### config.mk
export PLATFORM = sky130hd
export DESIGN_NAME = vga_timing_gen
export DESIGN_NICKNAME = d
export VERILOG_FILES = /design/src/rtl/vga_pkg.sv /design/src/rtl/vga_pattern_gen.sv /design/src/rtl/vga_timing_gen.sv
export SDC_FILE = /design/constraint.sdc
export NUM_CORES = 1
export LEC_CHECK = 0
export CORE_ASPECT_RATIO = 1.2
export CORE_UTILIZATION = 40
export CTS_CLUSTER_SIZE = 10
export DETAILED_ROUTE_END_ITERATION = 8
export GPL_TIMING_DRIVEN = 0
export MAX_ROUTING_LAYER = met4
export PLACE_DENSITY = 0.79
export SYNTH_ARGS = -nofsm -noshare
export SYNTH_HDL_FRONTEND = slang
export SYNTH_SLANG_ARGS = --single-unit
### constraint.sdc
create_clock -name clk -period 2.36 [get_ports clk]
set_input_delay 0.354 -clock clk [delete_from_list [all_inputs] [get_ports clk]]
set_output_delay 0.354 -clock clk [all_outputs]
set_load 0.02 [all_outputs]
### src/rtl/vga_pkg.sv
// Shared timing defaults, pattern mode encoding and bar colour table
// for the VGA timing generator.
package vga_pkg;

    localparam int DEF_HRES    = 640;
    localparam int DEF_HFP     = 16;
    localparam int DEF_HSYNC   = 96;
    localparam int DEF_HBP     = 48;
    localparam int DEF_VRES    = 480;
    localparam int DEF_VFP     = 10;
    localparam int DEF_VSYNC   = 2;
    localparam int DEF_VBP     = 33;
    localparam int DEF_CLK_DIV = 2;

    typedef enum logic [1:0] {
        MODE_PASS  = 2'd0,
        MODE_BARS  = 2'd1,
        MODE_CHECK = 2'd2
    } mode_t;

    function automatic logic [23:0] bar_colour(input logic [2:0] idx);
        case (idx)
            3'd0:    return 24'hFFFFFF;
            3'd1:    return 24'hFFFF00;
            3'd2:    return 24'h00FFFF;
            3'd3:    return 24'h00FF00;
            3'd4:    return 24'hFF00FF;
            3'd5:    return 24'hFF0000;
            3'd6:    return 24'h0000FF;
            default: return 24'h000000;
        endcase
    endfunction

    // The reserved encoding falls back to passthrough.
    function automatic mode_t decode_mode(input logic [1:0] m);
        return (m == 2'd3) ? MODE_PASS : mode_t'(m);
    endfunction

endpackage

### src/rtl/vga_pattern_gen.sv
// Test-pattern source: eight vertical colour bars, a checkerboard, or the
// external pixel passed through. Output is zero outside the active area.
module vga_pattern_gen
    import vga_pkg::*;
#(
    parameter int HRES = DEF_HRES,
    parameter int XW   = 10,
    parameter int YW   = 10
) (
    input  logic          clk,
    input  logic          rst,
    input  logic          pix_en,
    input  logic          active,
    input  logic          line_start,
    input  logic [XW-1:0] x,
    input  logic [YW-1:0] y,
    input  logic [1:0]    mode_q,
    input  logic [23:0]   rgb_in,
    output logic [23:0]   rgb
);

    localparam int BAR_W = HRES / 8;
    localparam int BPW   = (BAR_W > 1) ? $clog2(BAR_W) : 1;
    localparam logic [BPW-1:0] BAR_LAST = BPW'(BAR_W - 1);
    // Checker square size is 16 pixels; narrower counters use their MSB.
    localparam int XB = (XW >= 5) ? 4 : XW - 1;
    localparam int YB = (YW >= 5) ? 4 : YW - 1;

    logic [BPW-1:0] bar_pix;
    logic [2:0]     bar_idx;
    logic           chk_on;

    always_ff @(posedge clk or posedge rst) begin
        if (rst) begin
            bar_pix <= '0;
            bar_idx <= '0;
        end else if (line_start) begin
            bar_pix <= '0;
            bar_idx <= '0;
        end else if (pix_en && active) begin
            if (bar_pix == BAR_LAST) begin
                bar_pix <= '0;
                bar_idx <= bar_idx + 3'd1;
            end else begin
                bar_pix <= bar_pix + BPW'(1);
            end
        end
    end

    assign chk_on = (|((x >> XB) & XW'(1))) ^ (|((y >> YB) & YW'(1)));

    always_comb begin
        rgb = '0;
        if (active) begin
            case (mode_t'(mode_q))
                MODE_BARS:  rgb = bar_colour(bar_idx);
                MODE_CHECK: rgb = chk_on ? 24'hFFFFFF : 24'h000000;
                default:    rgb = rgb_in;
            endcase
        end
    end

endmodule

### src/rtl/vga_timing_gen.sv
// Parametrised VGA timing engine: pixel-clock divider, h/v counters, sync
// decode, mode latching and a registered DAC output stage.
module vga_timing_gen
    import vga_pkg::*;
#(
    parameter int HRES      = DEF_HRES,
    parameter int HFP       = DEF_HFP,
    parameter int HSYNC     = DEF_HSYNC,
    parameter int HBP       = DEF_HBP,
    parameter int VRES      = DEF_VRES,
    parameter int VFP       = DEF_VFP,
    parameter int VSYNC     = DEF_VSYNC,
    parameter int VBP       = DEF_VBP,
    parameter int CLK_DIV   = DEF_CLK_DIV,
    parameter int HSYNC_POL = 0,
    parameter int VSYNC_POL = 0,
    localparam int HTOTAL   = HRES + HFP + HSYNC + HBP,
    localparam int VTOTAL   = VRES + VFP + VSYNC + VBP,
    localparam int XW       = $clog2(HTOTAL),
    localparam int YW       = $clog2(VTOTAL)
) (
    input  logic          clk,
    input  logic          rst,
    input  logic [1:0]    mode,
    input  logic [7:0]    r_in,
    input  logic [7:0]    g_in,
    input  logic [7:0]    b_in,
    output logic [XW-1:0] x,
    output logic [YW-1:0] y,
    output logic          active,
    output logic          pix_en,
    output logic          line_start,
    output logic          frame_start,
    output logic          vgaclk,
    output logic          hsync,
    output logic          vsync,
    output logic          sync_b,
    output logic          blank_b,
    output logic [7:0]    r,
    output logic [7:0]    g,
    output logic [7:0]    b
);

    localparam int DW = $clog2(CLK_DIV);
    localparam logic [DW-1:0] DIV_LAST = DW'(CLK_DIV - 1);
    localparam logic [DW-1:0] DIV_HALF = DW'(CLK_DIV / 2);
    localparam logic [XW-1:0] H_LAST   = XW'(HTOTAL - 1);
    localparam logic [YW-1:0] V_LAST   = YW'(VTOTAL - 1);
    // One extra bit so decode bounds equal to the total never wrap.
    localparam logic [XW:0]   H_ACT    = (XW+1)'(HRES);
    localparam logic [XW:0]   HS_BEG   = (XW+1)'(HRES + HFP);
    localparam logic [XW:0]   HS_END   = (XW+1)'(HRES + HFP + HSYNC);
    localparam logic [YW:0]   V_ACT    = (YW+1)'(VRES);
    localparam logic [YW:0]   VS_BEG   = (YW+1)'(VRES + VFP);
    localparam logic [YW:0]   VS_END   = (YW+1)'(VRES + VFP + VSYNC);
    localparam logic          HS_ON    = (HSYNC_POL != 0);
    localparam logic          VS_ON    = (VSYNC_POL != 0);

    logic [DW-1:0] div_cnt;
    logic [DW-1:0] div_nxt;
    logic [XW-1:0] hcnt;
    logic [YW-1:0] vcnt;
    logic [1:0]    mode_q;
    logic          hs_raw;
    logic          vs_raw;
    logic [23:0]   pat_rgb;

    assign pix_en  = (div_cnt == DIV_LAST);
    assign div_nxt = pix_en ? '0 : div_cnt + DW'(1);

    // vgaclk follows the divider phase so its rising edge lands mid-pixel.
    always_ff @(posedge clk or posedge rst) begin
        if (rst) begin
            div_cnt <= '0;
            vgaclk  <= 1'b0;
        end else begin
            div_cnt <= div_nxt;
            vgaclk  <= (div_nxt >= DIV_HALF);
        end
    end

    always_ff @(posedge clk or posedge rst) begin
        if (rst) begin
            hcnt <= '0;
            vcnt <= '0;
        end else if (pix_en) begin
            if (hcnt == H_LAST) begin
                hcnt <= '0;
                vcnt <= (vcnt == V_LAST) ? '0 : vcnt + YW'(1);
            end else begin
                hcnt <= hcnt + XW'(1);
            end
        end
    end

    assign x           = hcnt;
    assign y           = vcnt;
    assign active      = ({1'b0, hcnt} < H_ACT) && ({1'b0, vcnt} < V_ACT);
    assign line_start  = pix_en && (hcnt == H_LAST);
    assign frame_start = line_start && (vcnt == V_LAST);
    assign hs_raw      = ({1'b0, hcnt} >= HS_BEG) && ({1'b0, hcnt} < HS_END);
    assign vs_raw      = ({1'b0, vcnt} >= VS_BEG) && ({1'b0, vcnt} < VS_END);
    assign sync_b      = 1'b0;

    // Mode only changes at a frame boundary so a frame is never torn.
    always_ff @(posedge clk or posedge rst) begin
        if (rst) begin
            mode_q <= MODE_PASS;
        end else if (frame_start) begin
            mode_q <= decode_mode(mode);
        end
    end

    vga_pattern_gen #(
        .HRES (HRES),
        .XW   (XW),
        .YW   (YW)
    ) u_pattern (
        .clk        (clk),
        .rst        (rst),
        .pix_en     (pix_en),
        .active     (active),
        .line_start (line_start),
        .x          (hcnt),
        .y          (vcnt),
        .mode_q     (mode_q),
        .rgb_in     ({r_in, g_in, b_in}),
        .rgb        (pat_rgb)
    );

    // Output stage: one pixel period behind x/y.
    always_ff @(posedge clk or posedge rst) begin
        if (rst) begin
            hsync   <= ~HS_ON;
            vsync   <= ~VS_ON;
            blank_b <= 1'b0;
            r       <= '0;
            g       <= '0;
            b       <= '0;
        end else if (pix_en) begin
            hsync     <= hs_raw ? HS_ON : ~HS_ON;
            vsync     <= vs_raw ? VS_ON : ~VS_ON;
            blank_b   <= active;
            {r, g, b} <= pat_rgb;
        end
    end

endmodule

Word-level counts from Yosys, hierarchy flattened

Cells that the tools add are included.

Register bits: 61
Input port bits: 28
Output and inout port bits: 53
Logic and storage cells: 65

Add/sub/neg operators: 5
Magnitude comparators: 7
Equal/unequal tests: 12
Multiplexer cells: 16
Bitwise gates (word level): 1
Reductions and logical operators: 11

Operators by type and width:

| kind                                                                                 | count |
|---|---|
| 24-bit case mux with 7 select lines                                                  | 1 |
| 24-bit two-way mux                                                                   | 2 |
| 24-bit case mux with 2 select lines                                                  | 1 |
| 7-bit two-way mux                                                                    | 3 |
| 10-bit by 1-bit adder with 10-bit output, second input constant                      | 2 |
| 10-bit equality test, second input constant                                          | 2 |
| 10-bit less-than comparator, second input constant                                   | 2 |
| 10-bit by 9-bit less-than comparator with 1-bit output, second input constant        | 2 |
| 10-bit two-way mux                                                                   | 2 |
| 10-bit greater-or-equal comparator, second input constant                            | 1 |
| 10-bit by 9-bit greater-or-equal comparator with 1-bit output, second input constant | 1 |
| 3-bit equality test, second input constant                                           | 3 |
| 3-bit two-way mux                                                                    | 3 |
| 7-bit by 1-bit adder with 7-bit output, second input constant                        | 1 |
| 7-bit equality test, second input constant                                           | 1 |
| 3-bit by 2-bit equality test with 1-bit output, second input constant                | 2 |
| 1-bit logical AND                                                                    | 6 |
| 2-bit equality test, second input constant                                           | 2 |
| 2-bit AND reduction                                                                  | 2 |
| 2-bit nonzero test                                                                   | 2 |
| 3-bit by 1-bit adder with 3-bit output, second input constant                        | 1 |
| 3-bit by 1-bit equality test with 1-bit output, second input constant                | 1 |
| 3-bit zero test                                                                      | 1 |
| 1-bit two-way mux                                                                    | 3 |
| 5 further kinds                                                                      | 5 |

Logic depth before layout (Yosys ltp)

Word-level depth: 5
Mapped depth: 7
Mapped depth without buffers: 6

Cells and area by module

From an unflattened synthesis, not the netlist that was laid out.

Cells, all modules: 355
Area total of the unflattened synthesis: 3502.1 um^2

Modules (own cells, without submodules):

| module          | instances | cells an instance | area an instance (um^2) | seq. area each (um^2) |
|---|---|---|---|---|
| vga_timing_gen  | 1         | 191               | 2292.2                  | 1253.7 |
| vga_pattern_gen | 1         | 164               | 1209.9                  | 250.2 |

Worst setup path after synthesis

OpenSTA, ideal clock, no wires.

Path type: register -> output
Start: register hcnt[5] (netlist: x[5])
End: output frame_start
Arrival time: 2131 ps
Required time: 2006 ps
Slack: -125 ps
Stages on the path, launching flop included: 6
Path buffers: 2
Cells stage by stage: dfrtp_1 -> or4b_4 -> or4_1 -> buf_2 -> buf_2 -> nor2_2

Cells in the longest elaborated chain, start to end: 3

Ends and longest elaborated chain:

| item                     | RTL line              | RTL |
|---|---|---|
| start: declaration       | vga_timing_gen.sv:61  | `logic [XW-1:0] hcnt;` |
| start signal: assignment | vga_timing_gen.sv:91  | `hcnt <= hcnt + XW'(1);` |
| 10-bit equality test     | vga_timing_gen.sv:99  | `assign line_start = pix_en && (hcnt == H_LAST);` |
| 1-bit logical AND        | vga_timing_gen.sv:99  |  |
| 1-bit logical AND        | vga_timing_gen.sv:100 | `assign frame_start = line_start && (vcnt == V_LAST);` |
| end: declaration         | vga_timing_gen.sv:33  | `output logic frame_start,` |

No other way between the ends.

Worst setup path in the final report

Start: register hcnt[6] (netlist: x[6])
End: output frame_start

Same word-level chain as after synthesis.

==> results.sh <==
export IMPL_cp_num_buf_inv=2
export IMPL_hold_path_class="in -> async"
export IMPL_netlist_area_mm2=0.00296
export IMPL_critical_path_cell_count=5
export IMPL_p_switching_uw=491
export IMPL_grt_usage=0.210
export IMPL_swShare=0.221
export IMPL_finalSetupViolations=2
export IMPL_layout_nets=423
export IMPL_drt_pass1_iter_count=4
export IMPL_hold_slack_ns=0.403
export IMPL_tightest_slew_ns=1.03
export IMPL_arrival_ns=2.19
export IMPL_routabilityCongestion=0.801
export IMPL_timing_critical_path_from="x[6]$_DFFE_PP0P_"
export IMPL_cts_tree="done"
export IMPL_areaGrowthSynthToFinish_pct=44.3
export IMPL_antenna_left=0
export IMPL_critPathMaxFanout=4
export IMPL_rsz0062_at_grt="true"
export IMPL_powerDensity_mw_per_mm2=520
export IMPL_seqPwrFrac=0.478
export IMPL_syn_inst=282
export IMPL_grt_pass1_vias=2537
export IMPL_yosysSeqAreaShare=0.508
export IMPL_r2r_slack_ns=0.06
export IMPL_ys_types=42
export IMPL_yosysWarnings=0
export IMPL_globalRouteOverflowTotal=0
export IMPL_drc=0
export IMPL_critPathLaunchType="flop"
export IMPL_crit_path_max_incr_delay_ns=0.55
export IMPL_yosysTopAreaCellShare=0.490
export IMPL_yosysMostFrequentCell="dfrtp_1"
export IMPL_initial_utilization=0.412
export IMPL_worst_r2r_endpoint="y[9]$_DFFE_PP0P_"
export IMPL_crit_chain="or4b_4 -> or4_4 -> buf_8 -> nor2_4 -> buf_6"
export IMPL_pwr_share_comb=0.074
export IMPL_core_area_mm2=0.00719
export IMPL_wire_per_inst_um=15.0
export IMPL_grt_pass1_wl_um=12100
export IMPL_drtIter0Drc=183
export IMPL_min_period_over_period=1.08
export IMPL_status="complete, but fails checks"
export IMPL_dp_hpwl_um=4970
export IMPL_finClkSkew_ns=0.00641
export IMPL_slew_violations=0
export IMPL_relSlewSlack=0.304
export IMPL_cts_sinks=60
export IMPL_cts_max_level=3
export IMPL_die_w_um=80.6
export IMPL_root_buffer="clkbuf_8"
export IMPL_vias_per_cell=5.32
export IMPL_maxCapViolations=0
export IMPL_p_clk_frac=0.449
export IMPL_synthTopCellsByCount="dfrtp_1, nor2b_1, o2bb2ai_1, nor2_1, inv_1"
export IMPL_vias=2545
export IMPL_max_freq_ghz=0.393
export IMPL_drt_wl_total_um=7150
export IMPL_dieHeight_um=96.3
export IMPL_crit_type="reg -> out"
export IMPL_reg2regPathDepth=5
export IMPL_r2r_start="x[6]$_DFFE_PP0P_"
export IMPL_num_rows=34
export IMPL_setup_slack_ns=-0.186
export IMPL_placedCellCount=452
export IMPL_grt_max_degree=35
export IMPL_fin_cells=478
export IMPL_cts_path_max_buffers=2
export IMPL_critical_path_required_ns=2.01
export IMPL_violations="negative setup slack"
export IMPL_synth_edf_count=0
export IMPL_crit_path_top_delay_cell="or4b_4"
export IMPL_yosysTopAreaCell="dfrtp_1"
export IMPL_num_antenna_cells=0
export IMPL_synth_nets=322
export IMPL_synth_area_top_cells="dfrtp_1, o2bb2ai_1, nor2b_1"
export IMPL_layout_drive_gt1_share=0.131
export IMPL_grt_antenna_before_repair=0
export IMPL_layout_min_cycle_time_ns=2.55
export IMPL_dieArea_mm2=0.00776
export IMPL_clkTransAtPathRegs_ns=0.07
export IMPL_cp_endpoint="frame_start"
export IMPL_pin_count=81
export IMPL_async_reset_ff_frac=1.00
export IMPL_port_buffers=79
export IMPL_synth_seq_cells=60
export IMPL_power_internal_mw=1.73
export IMPL_critPathTopFamily="simple AND/OR/NAND/NOR gates"
export IMPL_setup_tns_ns=-0.281
export IMPL_ir_drop_uv=468
export IMPL_ys_flop_type="dfrtp_1"
export IMPL_clkLatencyLatePin_ns=0.33
export IMPL_synth_avg_cell_area_um2=10.5
export IMPL_hold_viol_final=0
export IMPL_p_leak_nw=1.78
export IMPL_cts_made_buffers=9
export IMPL_endpoint_kind="output port"
[placed cells by master (no fill, tap or decap), drive strengths merged, types with 2 or more instances in the layout]
| cell | count |
|---|---|
| o21ai | 9 |
| o2bb2ai | 26 |
| xor2 | 8 |
| dfrtp | 58 |
| inv | 13 |
| nand4 | 8 |
| nor2 | 19 |
| o31ai | 4 |
| and3 | 6 |
| nor4 | 4 |
| nand2 | 11 |
| dfstp | 2 |
| xnor2 | 7 |
| clkdlybuf4s50 | 77 |
| bufinv | 2 |
| clkinv | 4 |
| nor2b | 27 |
| or3 | 4 |
| o21a | 2 |
| clkbuf | 16 |
| nand2b | 2 |
| nand3 | 13 |
| a21oi | 9 |
| or4b | 2 |
| nor3 | 4 |
| clkinvlp | 2 |
| mux2i | 5 |
| ha | 12 |
| or4 | 3 |
| buf | 19 |
[cell families after synthesis]
logic type	synth area share
AND/OR/NAND/NOR	0.201
flip-flops	0.508
AO/OA/AOI/OAI	0.141
buffers and inverters	0.0380
XOR/XNOR	0.0443
adder cells (fa/ha/maj)	0.0507
multiplexers	0.0169
other	0.00127
[metrics by stage]
step	total power, mW	utilization	setup slack (ns)	cell area, um^2
after floorplan	1.14	-	0.0110	2970
after CTS	2.25	0.585	-0.229	4210
after global routing	2.32	0.595	-0.248	4280
final	2.22	0.595	-0.186	4280
after global placement	1.24	0.538	-0.698	3870
after detailed placement	1.25	0.541	-0.726	3890
[power groups by stage]
stage	registers, mW	clock network, mW	logic (mW)
after global routing	1.06	1.07	0.179
after CTS	1.06	1.02	0.168
after detailed placement	1.08	0	0.168
after global placement	1.08	0	0.160
final	1.06	0.998	0.164
after floorplan	1.11	0	0.0383
[final cells by class]
type                    instances  area (um^2)
fillers                       589         2910
plain buffers                  10         56.3
flip-flops and latches         60         1510
repair buffers                 92          920
clock buffers                  10          128
well taps                      90          113
inverters                      15         68.8
multi-input cells             195         1400
clock inverters                 6         88.8
[routing by layer]
layer,global-route usage,part of all wire
met1,0.258,0.43
met2,0.333,0.51
met3,0.0445,0.051
met4,0.0908,0.017
met5,-,0
[state kept, by name, indices dropped and copies added (netlist names)]
register,cells
y,10
blank_b,1
hsync,1
r,8
vsync,1
mode_q,2
g,8
u_pattern.bar_pix,7
u_pattern.bar_idx,3
pix_en,1
b,8
x,10
[how the worst min path moves through the flow]
stage                                           startpoint                                to  slack (ns)  cells past startpoint
final                                                  rst                  x[9]$_DFFE_PP0P_        0.40                      2
after floorplan           u_pattern.bar_idx[2]$_DFFE_PP0P_  u_pattern.bar_idx[2]$_DFFE_PP0P_        0.46                      1
after detailed placement               blank_b$_DFFE_PP0P_               blank_b$_DFFE_PP0P_        0.47                      1
after CTS                                              rst                  x[9]$_DFFE_PP0P_        0.41                      2
after global routing                                   rst                  x[9]$_DFFE_PP0P_        0.45                      2
after global placement                 blank_b$_DFFE_PP0P_               blank_b$_DFFE_PP0P_        0.47                      1
[what timing repair did]
item	CTS	global route
setup buffers	8	4
hold endpoints to repair	0	0
pin swaps	2	2
gates resized for setup	27	12
hold buffers	0	0
endpoints found under the setup margin	11	19
(Power assumes the default switching activity.)
